===== src/rtl/mem_copy_seq.sv =====
// Multi-word memory-copy sequencer: on the copy opcode it stalls the core,
// moves a block of words with alternating load/store transactions on the
// data-memory port and then releases the core with a one-cycle done pulse.
module mem_copy_seq #(
  parameter int unsigned ADDR_W  = 32,
  parameter int unsigned DATA_W  = 32,
  parameter int unsigned LEN_W   = 8,
  parameter logic [6:0]  COPY_OP = 7'b1000000
) (
  input  logic              clk,
  input  logic              rst_n,
  input  logic [31:0]       instr,
  input  logic [ADDR_W-1:0] src_base,
  input  logic [ADDR_W-1:0] dst_base,
  output logic              stall,
  output logic              busy,
  output logic              done,
  output logic              mem_req,
  output logic              mem_we,
  output logic [ADDR_W-1:0] mem_addr,
  output logic [DATA_W-1:0] mem_wdata,
  input  logic [DATA_W-1:0] mem_rdata,
  input  logic              mem_ready
);

  localparam int unsigned OP_W   = 7;
  localparam int unsigned LEN_LO = 7;
  localparam int unsigned STRIDE = 4;

  typedef enum logic [1:0] {
    IDLE  = 2'd0,
    LOAD  = 2'd1,
    STORE = 2'd2,
    DONE  = 2'd3
  } state_t;

  state_t            state;
  logic [ADDR_W-1:0] src_ptr;
  logic [ADDR_W-1:0] dst_ptr;
  logic [LEN_W-1:0]  remaining;
  logic [DATA_W-1:0] data_buf;
  logic [LEN_W-1:0]  count;
  logic              start;
  logic              unused_instr;

  assign count        = instr[LEN_LO +: LEN_W];
  assign unused_instr = ^instr[31:LEN_LO+LEN_W];
  assign mem_wdata    = data_buf;

  // Start detect and PC stall; stall must cover the detect cycle itself and
  // is forced low while reset is asserted.
  always_comb begin
    start = 1'b0;
    stall = 1'b0;
    start = (state == IDLE) && (instr[OP_W-1:0] == COPY_OP);
    stall = rst_n && (start || (state == LOAD) || (state == STORE));
  end

  // Sequencer state, pointers and registered memory-port outputs.
  always_ff @(posedge clk or negedge rst_n) begin
    if (!rst_n) begin
      state     <= IDLE;
      src_ptr   <= '0;
      dst_ptr   <= '0;
      remaining <= '0;
      data_buf  <= '0;
      busy      <= 1'b0;
      done      <= 1'b0;
      mem_req   <= 1'b0;
      mem_we    <= 1'b0;
      mem_addr  <= '0;
    end else begin
      case (state)
        IDLE: begin
          if (start) begin
            src_ptr   <= src_base;
            dst_ptr   <= dst_base;
            remaining <= count;
            if (count == '0) begin
              state <= DONE;
              done  <= 1'b1;
            end else begin
              state    <= LOAD;
              busy     <= 1'b1;
              mem_req  <= 1'b1;
              mem_we   <= 1'b0;
              mem_addr <= src_base;
            end
          end
        end
        LOAD: begin
          if (mem_ready) begin
            data_buf <= mem_rdata;
            state    <= STORE;
            mem_we   <= 1'b1;
            mem_addr <= dst_ptr;
          end
        end
        STORE: begin
          if (mem_ready) begin
            src_ptr   <= src_ptr + ADDR_W'(STRIDE);
            dst_ptr   <= dst_ptr + ADDR_W'(STRIDE);
            remaining <= remaining - LEN_W'(1);
            mem_we    <= 1'b0;
            if (remaining == LEN_W'(1)) begin
              state   <= DONE;
              busy    <= 1'b0;
              mem_req <= 1'b0;
              done    <= 1'b1;
            end else begin
              state    <= LOAD;
              mem_addr <= src_ptr + ADDR_W'(STRIDE);
            end
          end
        end
        DONE: begin
          state <= IDLE;
          done  <= 1'b0;
        end
        default: begin
          state <= IDLE;
        end
      endcase
    end
  end

endmodule


===== config.mk =====
export PLATFORM = sky130hd
export DESIGN_NAME = mem_copy_seq
export DESIGN_NICKNAME = d
export VERILOG_FILES = /design/src/rtl/mem_copy_seq.sv
export SDC_FILE = /design/constraint.sdc
export NUM_CORES = 1
export LEC_CHECK = 0
export BUFFER_PORTS_ARGS = -buffer_cell sky130_fd_sc_hd__buf_2
export CAP_MARGIN = 10
export CORE_MARGIN = 4
export CORE_UTILIZATION = 59
export CTS_CLUSTER_SIZE = 40
export DETAILED_ROUTE_END_ITERATION = 16
export PLACE_DENSITY = 0.86
export REMOVE_ABC_BUFFERS = 1
export SLEW_MARGIN = 20
export SYNTH_ARGS = -nofsm -noshare
export SYNTH_HDL_FRONTEND = slang
export SYNTH_SLANG_ARGS = --single-unit

===== constraint.sdc =====
create_clock -name clk -period 4.7 [get_ports clk]
set_input_delay 0.47 -clock clk [delete_from_list [all_inputs] [get_ports clk]]
set_output_delay 0.47 -clock clk [all_outputs]
set_load 0.05 [all_outputs]

After elaboration in Yosys (flattened, before gate mapping):

Index checks and enable logic that the tools add are counted.

* multiplexer cells: 36
* $add $sub $neg: 3
* eq/ne operators: 12
* reduce and logical (&&, ||, !) cells: 16

Operators with widths (number)
* $mux W32: 9
* $pmux W32 S2: 2
* $pmux W32 S3: 1
* $add A32 B3 Y32 const B: 2
* $mux W8: 2
* $pmux W8 S2: 1
* $reduce_and A5 Y1: 3
* $mux W1: 12
* $mux W2: 5
* $ne A2 B2 Y1 const B: 5
* $eq A8 B1 Y1 const B: 1
* $logic_not A8 Y1: 1
* $pmux W2 S4: 1
* $sub A8 B1 Y8 const B: 1
* $eq A7 B7 Y1 const B: 1
* $pmux W1 S3: 2
* $reduce_and A3 Y1: 2
* $reduce_and A6 Y1: 1
* $reduce_bool A3 Y1: 2
* $eq A2 B2 Y1 const B: 2
* $ne A2 B1 Y1 const B: 2
* $eq A2 B1 Y1 const B: 1
* $logic_and A1 B1 Y1: 2
* $logic_not A2 Y1: 1
* other kinds (4): 5

* flip-flop bits (word level): 141
* input port bits: 131
* output and inout bits: 69

Logic depth before layout (Yosys ltp):

* depth in word-level cells: 5
* depth in mapped cells: 10
* mapped depth without buffers: 7

Worst setup path after synthesis:

No wires, ideal clock.

* kind: reg2out
* from: register state[0]
* to: output port stall
* slack: 2.022 ns
* arrival: 2.208 ns
* stages on the path, launching flop included: 6
* path buffers: 1
* cells stage by stage: dfrtp_1 inv_1 ha_1 clkbuf_1 nor2_1 a21boi_0

* cells in the longest elaborated chain, start to end: 5
* elaborated cells between the ends (all ways): 7
* classes of those cells: eq/ne: 2; reduce/logical: 5

Ends and longest elaborated chain
* start: declaration: line 37 `state_t state;`
* start signal: assignment: line 62 `state <= IDLE;`
* start signal: assignment: line 80 `state <= DONE;`
* start signal: assignment: line 83 `state <= LOAD;`
* $logic_not A2 Y1: line 55 `start = (state == IDLE) && (instr[OP_W-1:0] == COPY_OP);`
* $logic_and A1 B1 Y1: line 55
* $logic_or A1 B1 Y1: line 56 `stall = rst_n && (start || (state == LOAD) || (state == STORE));`
* $logic_or A1 B1 Y1 (*): line 56
* $logic_and A1 B1 Y1 (*): line 56
* end: declaration: line 15 `output logic stall,`

Mark *: on every way between the ends. The rest lies on a longest branch, timed or not.

Final worst setup path:

* from: register state[0]
* to: register dst_ptr[31]

* cells in the longest elaborated chain, start to end: 4
* elaborated cells between the ends (all ways): 8
* classes of those cells: eq/ne: 3; mux: 1; reduce/logical: 4

Ends and longest elaborated chain
* $logic_not A2 Y1: line 55, 73
* $logic_and A1 B1 Y1: line 55
* $ne A2 B2 Y1 (no line)
* $reduce_and A3 Y1 (no line)
* end signal: assignment: line 77 `dst_ptr <= dst_base;`
* end signal: assignment: line 102 `dst_ptr <= dst_ptr + ADDR_W'(STRIDE);`
* end: declaration: line 39 `logic [ADDR_W-1:0] dst_ptr;`

Parallel ways exist; a longest one is shown, timed or not.
A chain may end at the register's enable or synchronous reset.

==> results.yml <==
hold_path:
  hp-class: "primary input to asynchronous set/reset pin"
timing:
  maxSlewViolCount: 0
  finalHoldViolCount: 0
  max_slew_margin_pct: 29.8
  fin_crit_sh_pct: 67.5
  skew_ns: 0.00523
  max_freq_mhz: 315
  worst_pin_slew_ns: 1.04
  fin_tns_setup_ns: 0
  setup_violations: 0
  rsz0062_at_grt: "false"
  period_needed_ns: 3.17
pwr:
  power_density_nw_per_um2: 872
  power.leakage_nw: 4.49
  power_switching_mw: 4.40
  power_frac_comb_pct: 55.4
  swShare_pct: 49.5
  seqPwrFrac_pct: 27.3
  pwr-share-clk_pct: 17.3
  p_int_mw: 4.48
  ir_drop_mv: 0.610
route:
  wl_per_cell_um: 19.6
  drt_iter0_drc: 1202
  drt-vias-per-instance: 6.49
  drc: 0
  first_pass_iters: 6
  vias: 8262
  wirelength_mm: 25.0
  ant_nets: 0
layout:
  area_growth_pct: 19.2
  fillers: 1046
  multi_input_area_um2: 4610
  fin_cells: 1273
  nNetsFinal: 1219
  final_cell_area_um2: 10200
  drive_above_1_share_pct: 26.5
  ff_latch_area_um2: 3530
  final_util_pct: 72.5
clock_tree:
  cts_tree: "built"
  clkLatencyLatePin_ns: 0.42
  cts.sinks: 141
  postCtsSetupBuffers: 0
  cts_resized: 0
  hold_buffers: 0
  clock_path_buffers: 2
  cts_inserted_buffers: 17
  cts-root-buf: "clkbuf_16"
  clk_pin_slew_ns: 0.06
  h-tree-depth: 4
die:
  start_util_pct: 60.8
  ios: 200
  die_y_um: 128
  num_rows: 43
  die_x_um: 128
  dieArea_um2: 16500
  fp.coreArea_um2: 14000
setup_path:
  path_max_fanout: 32
  r2r-end: "dst_ptr[31]$_DFFE_PN0P_"
  r2r_cells: 9
  worst-setup-path-type: "flop to flop"
  cp.required_ns: 5.00
  worstPathArrival_ns: 3.47
  crit_path_end_kind: "flop"
  worst_setup_path_start_kind: "flop"
  reg2reg_from: "state[0]$_DFFE_PN0P_"
  reg2reg_slack_ns: 1.53
global_route:
  grt_pass1_vias: 8045
  grt_max_degree: 85
  grt_usage_pct: 30.3
  antenna_found_initial: 4
  grt_overflow_total: 0
  grt_first_pass_wirelength_mm: 39.8
placement:
  placed_area_um2: 9460
  hpwlAfterDp_mm: 16.7
  portBuffers: 182
  dp_cells: 1237
  gp_congestion: 0.950
synthesis:
  synth_edf_count: 0
  yosys-top-cells-area: "dfrtp_1, mux2_2, nand2_1"
  yosys_warnings: 0
  avgSynthCellArea_um2: 9.03
  synth_cells: 945
  synth_top_area_share_pct: 41.3
  synth_common_cells: "dfrtp_1, nand2_1, a21oi_1, clkbuf_1, nor2_1"
  ys_ff_latch: 141
  synth-main-ff-cell: "dfrtp_1"
  yosysMostFrequentCell: "dfrtp_1"
  syn-cell-area_um2: 8530
  synth_top_area_cell: "dfrtp_1"
  synth_seq_area_share_pct: 41.3
  ys_types: 70
  ys_async_sr_fraction_pct: 100
status:
  status: "finished clean"
flow_run:
  maxCapViolations: 0
[kinds of logic (layout without fill, tap and decap cells)]
group	count (synthesis)	count (layout)	share of synthesized area, %
mux	55	55	6.96
buf+inv	106	251	5.13
flops	141	141	41.3
other cells	0	3	0
simple gates	325	325	19.8
fa+ha+maj	11	11	1.61
compound gates	294	294	23.8
xor+xnor	13	13	1.33
[state kept, by name (all words and copies together) (netlist names)]
name       count
dst_ptr       32
mem_addr      32
mem_wdata     32
src_ptr       32
remaining      8
state          2
done           1
mem_req        1
mem_we         1
[stage by stage]
stage          power, mW  setup WS (ns)  hold WS (ns)
2_1_floorplan       5.90          -2.32         0.174
3_3_place_gp        7.03           1.64         0.455
3_5_place_dp        7.19           1.61         0.462
4_1_cts             8.78           1.58         0.135
5_1_grt             9.42           1.33         0.164
6_report            8.88           1.53        0.0994
[worst max-delay path by stage]
| stage | slack, ns | cells past startpoint | start | endpoint |
|---|---|---|---|---|
| 2_1_floorplan | -2.32 | 6 | state[0]$_DFFE_PN0P_ | mem_addr[29]$_DFFE_PN0P_ |
| 3_3_place_gp | 1.64 | 9 | state[0]$_DFFE_PN0P_ | dst_ptr[31]$_DFFE_PN0P_ |
| 3_5_place_dp | 1.61 | 9 | state[0]$_DFFE_PN0P_ | dst_ptr[31]$_DFFE_PN0P_ |
| 4_1_cts | 1.58 | 9 | state[0]$_DFFE_PN0P_ | dst_ptr[31]$_DFFE_PN0P_ |
| 5_1_grt | 1.33 | 9 | state[0]$_DFFE_PN0P_ | dst_ptr[31]$_DFFE_PN0P_ |
| 6_report | 1.53 | 9 | state[0]$_DFFE_PN0P_ | dst_ptr[31]$_DFFE_PN0P_ |
[power by group through the flow]
stage                     clock, mW  combinational [mW]  sequential [mW]
after detailed placement          0                4.79             2.40
after floorplan                   0                2.61             3.29
after global placement            0                4.67             2.36
after global routing           1.60                5.32             2.50
after CTS                      1.55                4.83             2.40
final                          1.53                4.92             2.42
[critical path, stage by stage (launching register included)]
cell     delay (ns)
dfrtp_1        0.43
inv_1          0.15
ha_4           0.29
inv_1          0.08
buf_4          0.35
nor2_1         0.19
or3_2          0.79
buf_4          0.34
nor4_1         0.32
nor3_1         0.09
[layout make-up]
class                      instances  share of cell area, %
antenna                            3                 0.0738
clock buffer                      20                   4.49
clock inverter                    12                   2.11
inverter                          22                  0.812
multi-input combinational        698                   45.3
sequential                       141                   34.7
tap                              180                   2.21
timing repair buffer             197                   10.3
[placed cells by master (no fill, tap or decap), types with 17 or more instances in the layout]
master / Yosys / routed
a21oi_1: 56 / 56
a221oi_1: 21 / 21
a22o_1: 19 / 19
a2bb2oi_1: 25 / 25
buf_2: 17 / 181
clkbuf_16: 0 / 17
dfrtp_1: 141 / 141
inv_1: 22 / 22
mux2_2: 35 / 35
mux2i_1: 20 / 20
nand2_1: 99 / 99
nand3_1: 36 / 36
nand4_1: 33 / 33
nor2_1: 49 / 49
nor3_1: 20 / 19
o21ai_0: 46 / 46
o22ai_1: 31 / 31
o31ai_1: 21 / 21
[metal layers]
| metal | GRT usage (%) | up-vias | share of wire, % |
|---|---|---|---|
| li1 | - | 3806 | - |
| met1 | 39.1 | 3902 | 38 |
| met2 | 48.2 | 476 | 48 |
| met3 | 7.00 | 76 | 10 |
| met4 | 14.5 | 2 | 3.4 |
| met5 | 0 | - | 0.028 |
(Power assumes the default switching activity.)
